## src/rtl/ff_excitation_driver.sv

```systemverilog
// ff_excitation_driver
// Turns a stream of desired next-state bits into J/K, D and T excitations, so
// that an attached JK, D or T flip-flop follows the stream. It also tracks the
// state the flip-flop should be in and checks the flip-flop's Q against it.
//
// Each target takes two cycles. In APPLY the excitations are driven. In CHECK
// the flip-flop's Q is compared with q_model.
//
// Ports:
//   clk, reset     rising-edge clock; asynchronous active-high reset
//   tgt_valid/tgt_ready/tgt_bit   target-bit push interface (ready = !full)
//   j_out, k_out, d_out, t_out    registered excitations
//   q_in           Q fed back from the driven flip-flop
//   q_model        expected flip-flop state
//   busy           FSM active or FIFO holding targets
//   err_clr        synchronous clear of err_count / err_flag
//   err_count      saturating mismatch counter
//   err_flag       sticky mismatch flag
//
// Build option: define FF_EXC_JK_TOGGLE_FILL_EN to fill the JK don't-cares so
// that J==K. This makes a real 0->1 or 1->0 change use toggle mode.
module ff_excitation_driver #(
    parameter int DEPTH = 4,
    parameter int ERR_W = 8
) (
    input  logic             clk,
    input  logic             reset,
    input  logic             tgt_valid,
    output logic             tgt_ready,
    input  logic             tgt_bit,
    output logic             j_out,
    output logic             k_out,
    output logic             d_out,
    output logic             t_out,
    input  logic             q_in,
    output logic             q_model,
    output logic             busy,
    input  logic             err_clr,
    output logic [ERR_W-1:0] err_count,
    output logic             err_flag
);

    localparam int AW = $clog2(DEPTH);

    localparam logic [1:0] IDLE  = 2'd0;
    localparam logic [1:0] APPLY = 2'd1;
    localparam logic [1:0] CHECK = 2'd2;

    logic [1:0]       state;
    logic [DEPTH-1:0] fifo_mem;
    // The pointers carry one extra wrap bit, so full and empty can be told apart.
    logic [AW:0]      wr_ptr;
    logic [AW:0]      rd_ptr;
    logic             full;
    logic             empty;
    logic             push;
    logic             pop;
    logic             head;
    logic             cur_tgt;
    logic             j_nxt;
    logic             k_nxt;
    logic             d_nxt;
    logic             t_nxt;

    assign empty     = (wr_ptr == rd_ptr);
    assign full      = (wr_ptr[AW] != rd_ptr[AW]) &&
                       (wr_ptr[AW-1:0] == rd_ptr[AW-1:0]);
    assign tgt_ready = !full;
    assign push      = tgt_valid && !full;
    assign pop       = !empty && (state == IDLE || state == CHECK);
    assign head      = fifo_mem[rd_ptr[AW-1:0]];
    assign busy      = (state != IDLE) || !empty;

    // The excitations take the FIFO head as the target, starting from q_model.
    always_comb begin
        d_nxt = head;
        t_nxt = q_model ^ head;
`ifdef FF_EXC_JK_TOGGLE_FILL_EN
        j_nxt = q_model ^ head;
        k_nxt = q_model ^ head;
`else
        j_nxt = !q_model && head;
        k_nxt = q_model && !head;
`endif
    end

    // The storage needs no reset; the pointers alone define what is valid.
    always_ff @(posedge clk) begin
        if (push)
            fifo_mem[wr_ptr[AW-1:0]] <= tgt_bit;
    end

    always_ff @(posedge clk or posedge reset) begin
        if (reset) begin
            state   <= IDLE;
            wr_ptr  <= '0;
            rd_ptr  <= '0;
            cur_tgt <= 1'b0;
            q_model <= 1'b0;
            j_out   <= 1'b0;
            k_out   <= 1'b0;
            d_out   <= 1'b0;
            t_out   <= 1'b0;
        end else begin
            if (push)
                wr_ptr <= wr_ptr + (AW+1)'(1);
            if (pop)
                rd_ptr <= rd_ptr + (AW+1)'(1);

            case (state)
                IDLE, CHECK: begin
                    if (!empty) begin
                        state   <= APPLY;
                        cur_tgt <= head;
                        j_out   <= j_nxt;
                        k_out   <= k_nxt;
                        d_out   <= d_nxt;
                        t_out   <= t_nxt;
                    end else begin
                        state   <= IDLE;
                    end
                end
                APPLY: begin
                    // The flip-flop samples on this edge. After it, drive
                    // hold values, so no flip-flop type moves again during
                    // CHECK or IDLE.
                    state   <= CHECK;
                    q_model <= cur_tgt;
                    j_out   <= 1'b0;
                    k_out   <= 1'b0;
                    t_out   <= 1'b0;
                    d_out   <= cur_tgt;
                end
                default: state <= IDLE;
            endcase
        end
    end

    // If a clear and a mismatch land on the same edge, the clear wins.
    always_ff @(posedge clk or posedge reset) begin
        if (reset) begin
            err_count <= '0;
            err_flag  <= 1'b0;
        end else if (err_clr) begin
            err_count <= '0;
            err_flag  <= 1'b0;
        end else if (state == CHECK && q_in != q_model) begin
            if (err_count != '1)
                err_count <= err_count + ERR_W'(1);
            err_flag <= 1'b1;
        end
    end

endmodule

```

## config.mk

```make
export PLATFORM = sky130hd
export DESIGN_NAME = ff_excitation_driver
export DESIGN_NICKNAME = d
export VERILOG_FILES = /design/src/rtl/ff_excitation_driver.sv
export SDC_FILE = /design/constraint.sdc
export NUM_CORES = 1
export LEC_CHECK = 0
export ABC_AREA = 1
export CORE_ASPECT_RATIO = 0.6
export CORE_UTILIZATION = 25
export CTS_CLUSTER_DIAMETER = 60
export DETAILED_ROUTE_END_ITERATION = 16
export HOLD_SLACK_MARGIN = 0.12
export PLACE_DENSITY = 0.54
export SETUP_SLACK_MARGIN = 0.4
export SYNTH_ARGS = -nofsm -noshare
export SYNTH_HDL_FRONTEND = slang
export SYNTH_SLANG_ARGS = --single-unit
```

## constraint.sdc

```tcl
create_clock -name clk -period 1.3 [get_ports clk]
set_clock_uncertainty 0.05 [all_clocks]
set_input_delay 0.26 -clock clk [delete_from_list [all_inputs] [get_ports clk]]
set_output_delay 0.26 -clock clk [all_outputs]
set_load 0.01 [all_outputs]
```

Yosys cells after proc, flatten, opt, wreduce, memory -nomap -nowiden
Index checks and enable logic that the tools add are counted.
{ "op_classes": {"order_cmp": 3, "n_eq_ne": 8, "mux": 20, "bitwise_logic": 2, "n_addsub": 3, "n_reduce_logical": 22} }
{ "ops": {"columns": ["op", "count"], "rows": [
  ["8-bit 2-to-1 mux", 3],
  ["1-bit 2-to-1 mux", 9],
  ["8-bit by 1-bit adder with 8-bit output (second input constant)", 1],
  ["8-bit != test (second input constant)", 1],
  ["1-bit one-hot mux with 2 select lines", 4],
  ["2-bit nonzero test", 4],
  ["1-bit logical AND", 7],
  ["3-bit by 1-bit adder with 3-bit output (second input constant)", 2],
  ["2-bit by 3-bit < comparator with 1-bit output (second input constant)", 2],
  ["2-bit AND reduction", 3],
  ["4-bit bitwise mux", 1],
  ["1-bit zero test", 4],
  ["2-bit one-hot mux with 2 select lines", 1],
  ["3-bit == test", 1],
  ["1-bit binary-select mux with 2-bit select", 1],
  ["1-bit demux with 2-bit select", 1],
  ["2-bit by 1-bit == test with 1-bit output (second input constant)", 1],
  ["2-bit == test", 1],
  ["2-bit == test (second input constant)", 1],
  ["2-bit by 1-bit >= comparator with 1-bit output (second input constant)", 1],
  ["2-bit zero test", 1],
  ["1-bit logical OR", 2],
  ["1-bit != test", 2],
  ["2-bit != test (second input constant)", 1],
  ["other kinds (3)", 3]
]} }
{ "totals": {"elab_cells": 70, "out_inout_bits": 16, "regBits": 27} }

Depth between registers and ports, before layout
Gate-level depths: netlist of the first run.
{ "depth": {"ltp_word": 6, "ltp_mapped": 9, "depth_no_buf": 9} }

Least setup slack after synthesis of the first run
No wires, ideal clock.
{ "synth_timing": {"path_kind": "register to register", "from": "register err_count[0]", "to": "register err_count[6]", "synth_period_minus_slack_ns": 1.418, "setup_time_ns": 0.126, "stages_incl_launch_ff": 8, "required_time_ns": 1.124, "path_buffers": 1, "arrival_ns": 1.242, "path_slack_ns": -0.118, "path_cell_list": "dfrtp_1 ha_1 nand2_1 inv_1 nand4_2 nand2_2 buf_6 o21ai_0"} }
{ "synth_between": {"elab_chain_cells": 4, "elab_cells_between_ends": 7} }
{ "synth_rtl": {"columns": ["element", "line_no", "rtl"], "rows": [
  ["start: declaration", "39", "output logic [ERR_W-1:0] err_count,"],
  ["start signal: assignment", "149", "err_count <= err_count + ERR_W'(1);"],
  ["8-bit by 1-bit adder with 8-bit output", "149", null],
  ["8-bit 2-to-1 mux", "148", "if (err_count != '1)"],
  ["8-bit 2-to-1 mux", "147", "end else if (state == CHECK && q_in != q_model) begin"],
  ["8-bit 2-to-1 mux", "144", "end else if (err_clr) begin"]
]} }
Parallel ways exist; a longest one is shown, timed or not. The select of a mux whose other input is x is not followed.
A chain may end at the register's enable or synchronous reset.

Final worst setup path of the first run
{ "layout_timing": {"from": "register wr_ptr[0]", "to": "output port tgt_ready"} }
{ "layout_between": {"elab_chain_cells": 3} }
{ "layout_rtl": {"columns": ["element", "line_no", "rtl"], "rows": [
  ["start: declaration", "52", "logic [AW:0] wr_ptr;"],
  ["start signal: assignment", "106", "wr_ptr <= wr_ptr + (AW+1)'(1);"],
  ["2-bit == test", "67", "(wr_ptr[AW-1:0] == rd_ptr[AW-1:0]);"],
  ["1-bit logical AND", "66", "assign full = (wr_ptr[AW] != rd_ptr[AW]) &&"],
  ["1-bit zero test", "68", "assign tgt_ready = !full;"],
  ["end: declaration", "29", "output logic tgt_ready,"]
]} }
No other way between the ends.

==> metrics.txt, run 1 <==
# TYPE chip_impl_metric gauge
chip_impl_info{name="run_status",value="finished, violations left"} 1
chip_impl_info{name="violations",value="negative setup slack"} 1
chip_impl_info{name="critPathLaunch",value="wr_ptr[0]"} 1
chip_impl_metric{name="worstPathMaxFanout",unit=""} 2
chip_impl_metric{name="routed_via_density",unit=""} 4.17
chip_impl_metric{name="final_design_area_no_fill",unit="µm²"} 2560
chip_impl_metric{name="ir_worst_vdd",unit="mV"} 0.862
chip_impl_metric{name="setup-tns-final",unit="ns"} -4.37
chip_impl_metric{name="cap_violations",unit=""} 0
chip_impl_metric{name="groute.usage.overall",unit=""} 0.130
chip_impl_metric{name="synthesis.nets",unit=""} 196
chip_impl_metric{name="crit_required",unit="ns"} 0.99
chip_impl_metric{name="area_delta_synth_final",unit="%"} 75.7
chip_impl_info{name="r2r_start",value="wr_ptr[0]"} 1
chip_impl_metric{name="arrival",unit="ns"} 1.31
chip_impl_metric{name="final_max_slew_viol_count",unit=""} 0
chip_impl_metric{name="total_iterations_of_the_first_detailed_routing_run",unit=""} 4
chip_impl_metric{name="wl_per_cell",unit="µm"} 11.4
chip_impl_metric{name="ctsHtreeMaxLevel",unit=""} 1
chip_impl_metric{name="netlist_area_before_placement",unit="µm²"} 1460
chip_impl_metric{name="power.leakage",unit="nW"} 1.25
chip_impl_metric{name="number_of_cells_in_the_finished_layout_apart_from_fillers",unit=""} 342
chip_impl_metric{name="placement.setup.worst_slack",unit="ns"} -0.384
chip_impl_info{name="path_class",value="flop to output port"} 1
chip_impl_metric{name="wire_length_of_the_first_global_routing_pass",unit="µm"} 6000
chip_impl_info{name="rsz0062_at_grt",value="yes"} 1
chip_impl_metric{name="ff2ff_path_depth",unit=""} 9
chip_impl_metric{name="placement.cell_area",unit="µm²"} 2040
chip_impl_metric{name="globalplace.congestion",unit=""} 0.788
chip_impl_metric{name="total_power",unit="mW"} 5.37
chip_impl_metric{name="number_of_global_route_vias_before_repair",unit=""} 1210
chip_impl_metric{name="antenna_found_initial",unit=""} 0
chip_impl_metric{name="globalRoute.totalOverflow",unit=""} 0
chip_impl_metric{name="fin_hold_ws",unit="ns"} 0.245
chip_impl_metric{name="timing.slew.headroom",unit=""} 0.808
chip_impl_metric{name="tightest_slew",unit="ns"} 0.287
chip_impl_metric{name="wirelength",unit="µm"} 3910
chip_impl_metric{name="r2r_slack",unit="ns"} -0.28
chip_impl_info{name="critPathLaunchType",value="flop"} 1
chip_impl_info{name="min_path_type",value="input port to async pin"} 1
chip_impl_metric{name="timing.final.crit_share",unit=""} 1.25
chip_impl_info{name="crit-reg2reg-capture",value="rd_ptr[2]"} 1
chip_impl_metric{name="final_period_minus_worst_setup_slack",unit="ns"} 1.62
chip_impl_metric{name="max_fclk",unit="GHz"} 0.616
chip_impl_metric{name="num_io_pins",unit=""} 22
chip_impl_metric{name="portBuffers",unit=""} 21
chip_impl_metric{name="layout-drive-gt1-share",unit=""} 0.504
chip_impl_info{name="cts-root-buf",value="clkbuf_8"} 1
chip_impl_metric{name="die_x",unit="µm"} 101
chip_impl_metric{name="cts_inserted_buffers",unit=""} 3
chip_impl_metric{name="detail-route-antenna-nets",unit=""} 0
chip_impl_metric{name="ys_seq_elements",unit=""} 27
chip_impl_metric{name="ys_warn_count",unit=""} 0
chip_impl_metric{name="synthesis.instances",unit=""} 182
chip_impl_metric{name="via_count",unit=""} 1427
chip_impl_metric{name="cts.reportedPaths.clkPinSlew",unit="ns"} 0.09
chip_impl_info{name="end_kind",value="output port"} 1
chip_impl_metric{name="clock_path_buffers",unit=""} 2
chip_impl_metric{name="setup_violations",unit=""} 27
chip_impl_metric{name="dp.final_hpwl",unit="µm"} 2510
chip_impl_metric{name="post_cts_hold_buffer_count",unit=""} 0
chip_impl_metric{name="synth_cell_types",unit=""} 18
chip_impl_info{name="critPathCapture",value="tgt_ready"} 1
chip_impl_metric{name="n_fill_cell",unit=""} 534
chip_impl_info{name="cts_tree",value="built"} 1
chip_impl_metric{name="synth-seq-area-share",unit=""} 0.478
chip_impl_metric{name="power-per-cell-area",unit="nW/µm²"} 2100
chip_impl_metric{name="initial_core_util",unit=""} 0.260
chip_impl_metric{name="core_area",unit="µm²"} 5600
chip_impl_metric{name="die_height",unit="µm"} 61.1
chip_impl_metric{name="nets",unit=""} 277
chip_impl_metric{name="antenna_cells_inserted",unit=""} 0
chip_impl_metric{name="syn_area_per_cell",unit="µm²"} 8.00
chip_impl_metric{name="drt_first_iter_violations",unit=""} 68
chip_impl_metric{name="grt_max_degree",unit=""} 24
chip_impl_metric{name="dp_cells",unit=""} 313
chip_impl_metric{name="num_rows",unit=""} 21
chip_impl_metric{name="clk_latency",unit="ns"} 0.27
chip_impl_metric{name="route.detailed.drc",unit=""} 0
chip_impl_metric{name="final_core_util",unit=""} 0.457
chip_impl_metric{name="final_hold_violation_count",unit=""} 0
chip_impl_metric{name="post-route-worst-setup-slack",unit="ns"} -0.324
chip_impl_metric{name="tritoncts_num_sinks",unit=""} 27
chip_impl_metric{name="design.die.area",unit="µm²"} 6140
==> cells in the mapped netlist <==
master	count	area, µm²
inv_1	29	109
o21ai_1	1	5.00
o21bai_1	1	7.51
a21oi_1	3	15.0
nand3_1	16	80.1
nor2_1	13	48.8
o21ai_2	3	26.3
ha_1	8	100
buf_6	1	11.3
edfxtp_1	4	120
nand4_2	1	12.5
o21ai_0	8	40.0
nor2_4	1	11.3
nand2_1	61	229
xnor2_1	4	35.0
dfrtp_1	23	576
buf_2	1	5.00
nand2_2	4	25.0
==> where the power goes <==
| part | switching [mW] | total [mW] | leakage (nW) | internal (mW) |
|---|---|---|---|---|
| logic | 1.72 | 3.51 | 0.903 | 1.79 |
| clock network | 0.266 | 0.486 | 0.0228 | 0.220 |
| registers | 0.227 | 1.38 | 0.330 | 1.15 |
| total | 2.21 | 5.37 | 1.25 | 3.16 |
==> registers in the layout, summed over array words and instances, names as in the netlist <==
signal,flops
j_out,1
rd_ptr,3
d_out,1
cur_tgt,1
err_flag,1
err_count,8
state,2
wr_ptr,3
k_out,1
t_out,1
q_model,1
fifo_mem,4
==> worst min-delay path by stage <==
stage	from	endpoint	slack [ns]	cells past startpoint
floorplan	reset	cur_tgt	0.21	1
global placement	state[1]	state[1]	0.42	1
detailed placement	state[1]	state[1]	0.42	1
CTS	reset	cur_tgt	0.25	3
global route	reset	rd_ptr[0]	0.28	3
finish	reset	err_count[7]	0.25	3
==> layout by cell type (no fill, tap or decap), drive strengths merged, types with 5 or more instances in the layout <==
master / instances
buf: 71
nand2: 67
inv: 29
dfrtp: 23
nand3: 16
nor2: 14
o21ai: 12
ha: 8
clkdlybuf4s50: 5
==> cell type report <==
type                       count  area [µm²]  share of cell area
multi-input combinational    126         917               0.358
sequential                    27         699               0.273
timing repair buffer          76         678               0.265
inverter                      29         119              0.0465
tap                           80         100              0.0391
clock buffer                   4        45.0              0.0176
==> cells by family (layout without fill, tap and decap cells) <==
logic type | count (synthesis) | after routing | synth area share
compound gates | 16 | 16 | 0.0644
flops | 27 | 27 | 0.478
fa+ha+maj | 8 | 8 | 0.0687
xor+xnor | 4 | 4 | 0.0241
buf+inv | 31 | 109 | 0.0859
simple gates | 96 | 98 | 0.279
==> repair_timing <==
action                                  in CTS  in global routing
endpoints found under the setup margin      42                 43
gates resized for setup                    129                 24
setup buffers                               20                  3
cloned                                       2                  0
endpoints found under the hold margin        0                  0
pin swaps                                   20                 12
==> routing by layer <==
metal / routed length, µm / global-route usage / vias up
li1: - / - / 730
met1: 2050 / 0.201 / 667
met2: 1630 / 0.180 / 28
met3: 212 / 0.0352 / 2
met4: 14 / 0.0248 / 0
met5: 0 / 0 / -
==> critical path, cell delays in order (launching register included) <==
cell and delay (ns):
dfrtp_1 0.45, xnor2_4 0.22, buf_4 0.15, nand3_4 0.09
buf_6 0.13
Power figures use the tool's default switching activity.
==> run 2: changes to the inputs <==
--- a/config.mk
+++ b/config.mk
@@ -12,7 +12,7 @@
 export DETAILED_ROUTE_END_ITERATION = 16
 export HOLD_SLACK_MARGIN = 0.12
 export PLACE_DENSITY = 0.54
-export SETUP_SLACK_MARGIN = 0.4
+export SETUP_SLACK_MARGIN = 0.05
 export SYNTH_ARGS = -nofsm -noshare
 export SYNTH_HDL_FRONTEND = slang
 export SYNTH_SLANG_ARGS = --single-unit
==> run 2 against run 1 <==
The run still ends with negative setup slack left. Wire length up 3.6%. Critical endpoint is now busy. First-iteration DRC count rose by 32%. Largest power group unchanged. Count of clock-buffer cells in the layout is 1 lower. Fmax grew 2.4%.
==> metrics.txt, run 2 (same netlist as run 1, synthesis figures left out) <==
# TYPE chip_impl_metric gauge
chip_impl_metric{name="timing.slew.headroom",unit=""} 0.841
chip_impl_metric{name="clk_latency",unit="ns"} 0.28
chip_impl_info{name="crit_chain",value="inv_1 -> nand2_2 -> nand2_2 -> nand3_2 -> nor2_1 -> nand2_1 -> buf_2"} 1
chip_impl_info{name="cts-root-buf",value="clkbuf_8"} 1
chip_impl_metric{name="routed_via_density",unit=""} 4.02
chip_impl_metric{name="dp.final_hpwl",unit="µm"} 2670
chip_impl_info{name="r2r_start",value="rd_ptr[0]"} 1
chip_impl_metric{name="antenna_found_initial",unit=""} 0
chip_impl_metric{name="largest_register_ff_count",unit=""} 8
chip_impl_metric{name="clock_path_buffers",unit=""} 2
chip_impl_metric{name="initial_core_util",unit=""} 0.260
chip_impl_metric{name="worstPathMaxFanout",unit=""} 3
chip_impl_metric{name="r2r_slack",unit="ns"} -0.20
chip_impl_metric{name="max_stage_delay",unit="ns"} 0.40
chip_impl_metric{name="final_period_minus_worst_setup_slack",unit="ns"} 1.59
chip_impl_info{name="slowest_stage",value="dfrtp_1"} 1
chip_impl_metric{name="post-route-worst-setup-slack",unit="ns"} -0.286
chip_impl_metric{name="num_io_pins",unit=""} 22
chip_impl_info{name="critical-path-top-cell-by-count",value="nand2_2"} 1
chip_impl_metric{name="groute.usage.overall",unit=""} 0.130
chip_impl_metric{name="power-per-cell-area",unit="nW/µm²"} 2060
chip_impl_info{name="layout_common_cells",value="41 x nand2_1, 41 x buf_4, 24 x inv_1"} 1
chip_impl_metric{name="arrival",unit="ns"} 1.28
chip_impl_metric{name="setup_violations",unit=""} 25
chip_impl_metric{name="layout-drive-gt1-share",unit=""} 0.498
chip_impl_info{name="path_class",value="flop to output port"} 1
chip_impl_metric{name="number_of_global_route_vias_before_repair",unit=""} 1230
chip_impl_metric{name="cap_violations",unit=""} 0
chip_impl_metric{name="die_height",unit="µm"} 61.1
chip_impl_metric{name="ir_worst_vdd",unit="mV"} 0.679
chip_impl_info{name="critPathLaunch",value="rd_ptr[1]"} 1
chip_impl_metric{name="globalRoute.totalOverflow",unit=""} 0
chip_impl_metric{name="tightest_slew",unit="ns"} 0.238
chip_impl_metric{name="tritoncts_num_sinks",unit=""} 27
chip_impl_metric{name="max_fclk",unit="GHz"} 0.631
chip_impl_metric{name="grt_max_degree",unit=""} 24
chip_impl_info{name="rsz0062_at_grt",value="yes"} 1
chip_impl_info{name="cts_tree",value="built"} 1
chip_impl_info{name="critPathLaunchType",value="flop"} 1
chip_impl_metric{name="route.detailed.drc",unit=""} 0
chip_impl_metric{name="cts.reportedPaths.clkPinSlew",unit="ns"} 0.10
chip_impl_metric{name="die_x",unit="µm"} 101
chip_impl_metric{name="final_max_slew_viol_count",unit=""} 0
chip_impl_info{name="largest_register",value="err_count"} 1
chip_impl_metric{name="timing.final.crit_share",unit=""} 1.22
chip_impl_metric{name="antenna_cells_inserted",unit=""} 0
chip_impl_info{name="min_path_type",value="input port to async pin"} 1
chip_impl_metric{name="area_delta_synth_final",unit="%"} 71.2
chip_impl_metric{name="crit_required",unit="ns"} 0.99
chip_impl_info{name="run_status",value="finished, violations left"} 1
chip_impl_metric{name="ctsHtreeMaxLevel",unit=""} 1
chip_impl_metric{name="final_hold_violation_count",unit=""} 0
chip_impl_metric{name="wl_per_cell",unit="µm"} 11.9
chip_impl_metric{name="n_fill_cell",unit=""} 544
chip_impl_metric{name="globalplace.congestion",unit=""} 0.801
chip_impl_metric{name="via_count",unit=""} 1370
chip_impl_metric{name="cts_inserted_buffers",unit=""} 3
chip_impl_metric{name="wire_length_of_the_first_global_routing_pass",unit="µm"} 6040
chip_impl_info{name="violations",value="negative setup slack"} 1
chip_impl_metric{name="total_power",unit="mW"} 5.13
chip_impl_metric{name="design.die.area",unit="µm²"} 6140
chip_impl_metric{name="num_rows",unit=""} 21
chip_impl_metric{name="total_iterations_of_the_first_detailed_routing_run",unit=""} 4
chip_impl_metric{name="fin_hold_ws",unit="ns"} 0.250
chip_impl_metric{name="wirelength",unit="µm"} 4050
chip_impl_metric{name="drt_first_iter_violations",unit=""} 90
chip_impl_metric{name="nets",unit=""} 276
chip_impl_metric{name="post_cts_hold_buffer_count",unit=""} 0
chip_impl_metric{name="power.leakage",unit="nW"} 1.26
chip_impl_info{name="end_kind",value="output port"} 1
chip_impl_metric{name="detail-route-antenna-nets",unit=""} 0
chip_impl_metric{name="portBuffers",unit=""} 21
chip_impl_metric{name="core_area",unit="µm²"} 5600
[run 2: worst max-delay path: cells and delay by family (launching register included)]
| kind | cells | cell delay, ns |
|---|---|---|
| simple gates | 5 | 0.36 |
| flops | 1 | 0.40 |
| buf+inv | 2 | 0.24 |
[run 2: through the flow]
stage | util | cells | TNS (ns) | cell area (µm²) | setup WS (ns)
after floorplan | - | 182 | -0.376 | 1470 | -0.0643
after global placement | 0.365 | 314 | -3.77 | 2040 | -0.349
after detailed placement | 0.365 | 314 | -4.03 | 2040 | -0.358
after CTS | 0.415 | 334 | -1.41 | 2320 | -0.311
after global routing | 0.446 | 341 | -4.33 | 2490 | -0.414
final | 0.446 | 341 | -2.53 | 2490 | -0.286
[run 2: final cells by class]
| type | instances | area (µm²) | share of cell area |
|---|---|---|---|
| Multi-Input combinational cell | 125 | 885 | 0.355 |
| Sequential cell | 27 | 696 | 0.279 |
| Timing Repair Buffer | 76 | 651 | 0.261 |
| Inverter | 29 | 116 | 0.0467 |
| Tap cell | 80 | 100 | 0.0401 |
| Clock buffer | 3 | 41.3 | 0.0166 |
| Clock inverter | 1 | 5.00 | 0.00201 |
[run 2: path summary, 6_finish.rpt]
kind	endpoint	depth (start not counted)
max reg2reg	t_out	10
min reg2reg	state[1]	1
max	busy	7
min	cur_tgt	3
min in group clk	state[1]	1
max in group asynchronous	j_out	3
[run 2: what timing repair did]
action | CTS | global route
gates resized for setup | 83 | 51
endpoints found under the hold margin | 0 | 0
buffers inserted | 15 | 7
pin swaps | 15 | 13
gates cloned | 1 | 1
setup endpoints to repair | 39 | 39
[run 2: routing by layer]
metal	vias up	routed length, µm	track usage
met5	-	0	0
met2	24	1720	0.185
met4	0	36	0.0186
met3	4	139	0.0261
li1	725	-	-
met1	617	2150	0.203
[run 2: power breakdown]
part	internal, mW	leakage [nW]	switching, mW
registers	1.15	0.334	0.206
logic	1.68	0.902	1.62
clock network	0.215	0.0255	0.263
total	3.04	1.26	2.09
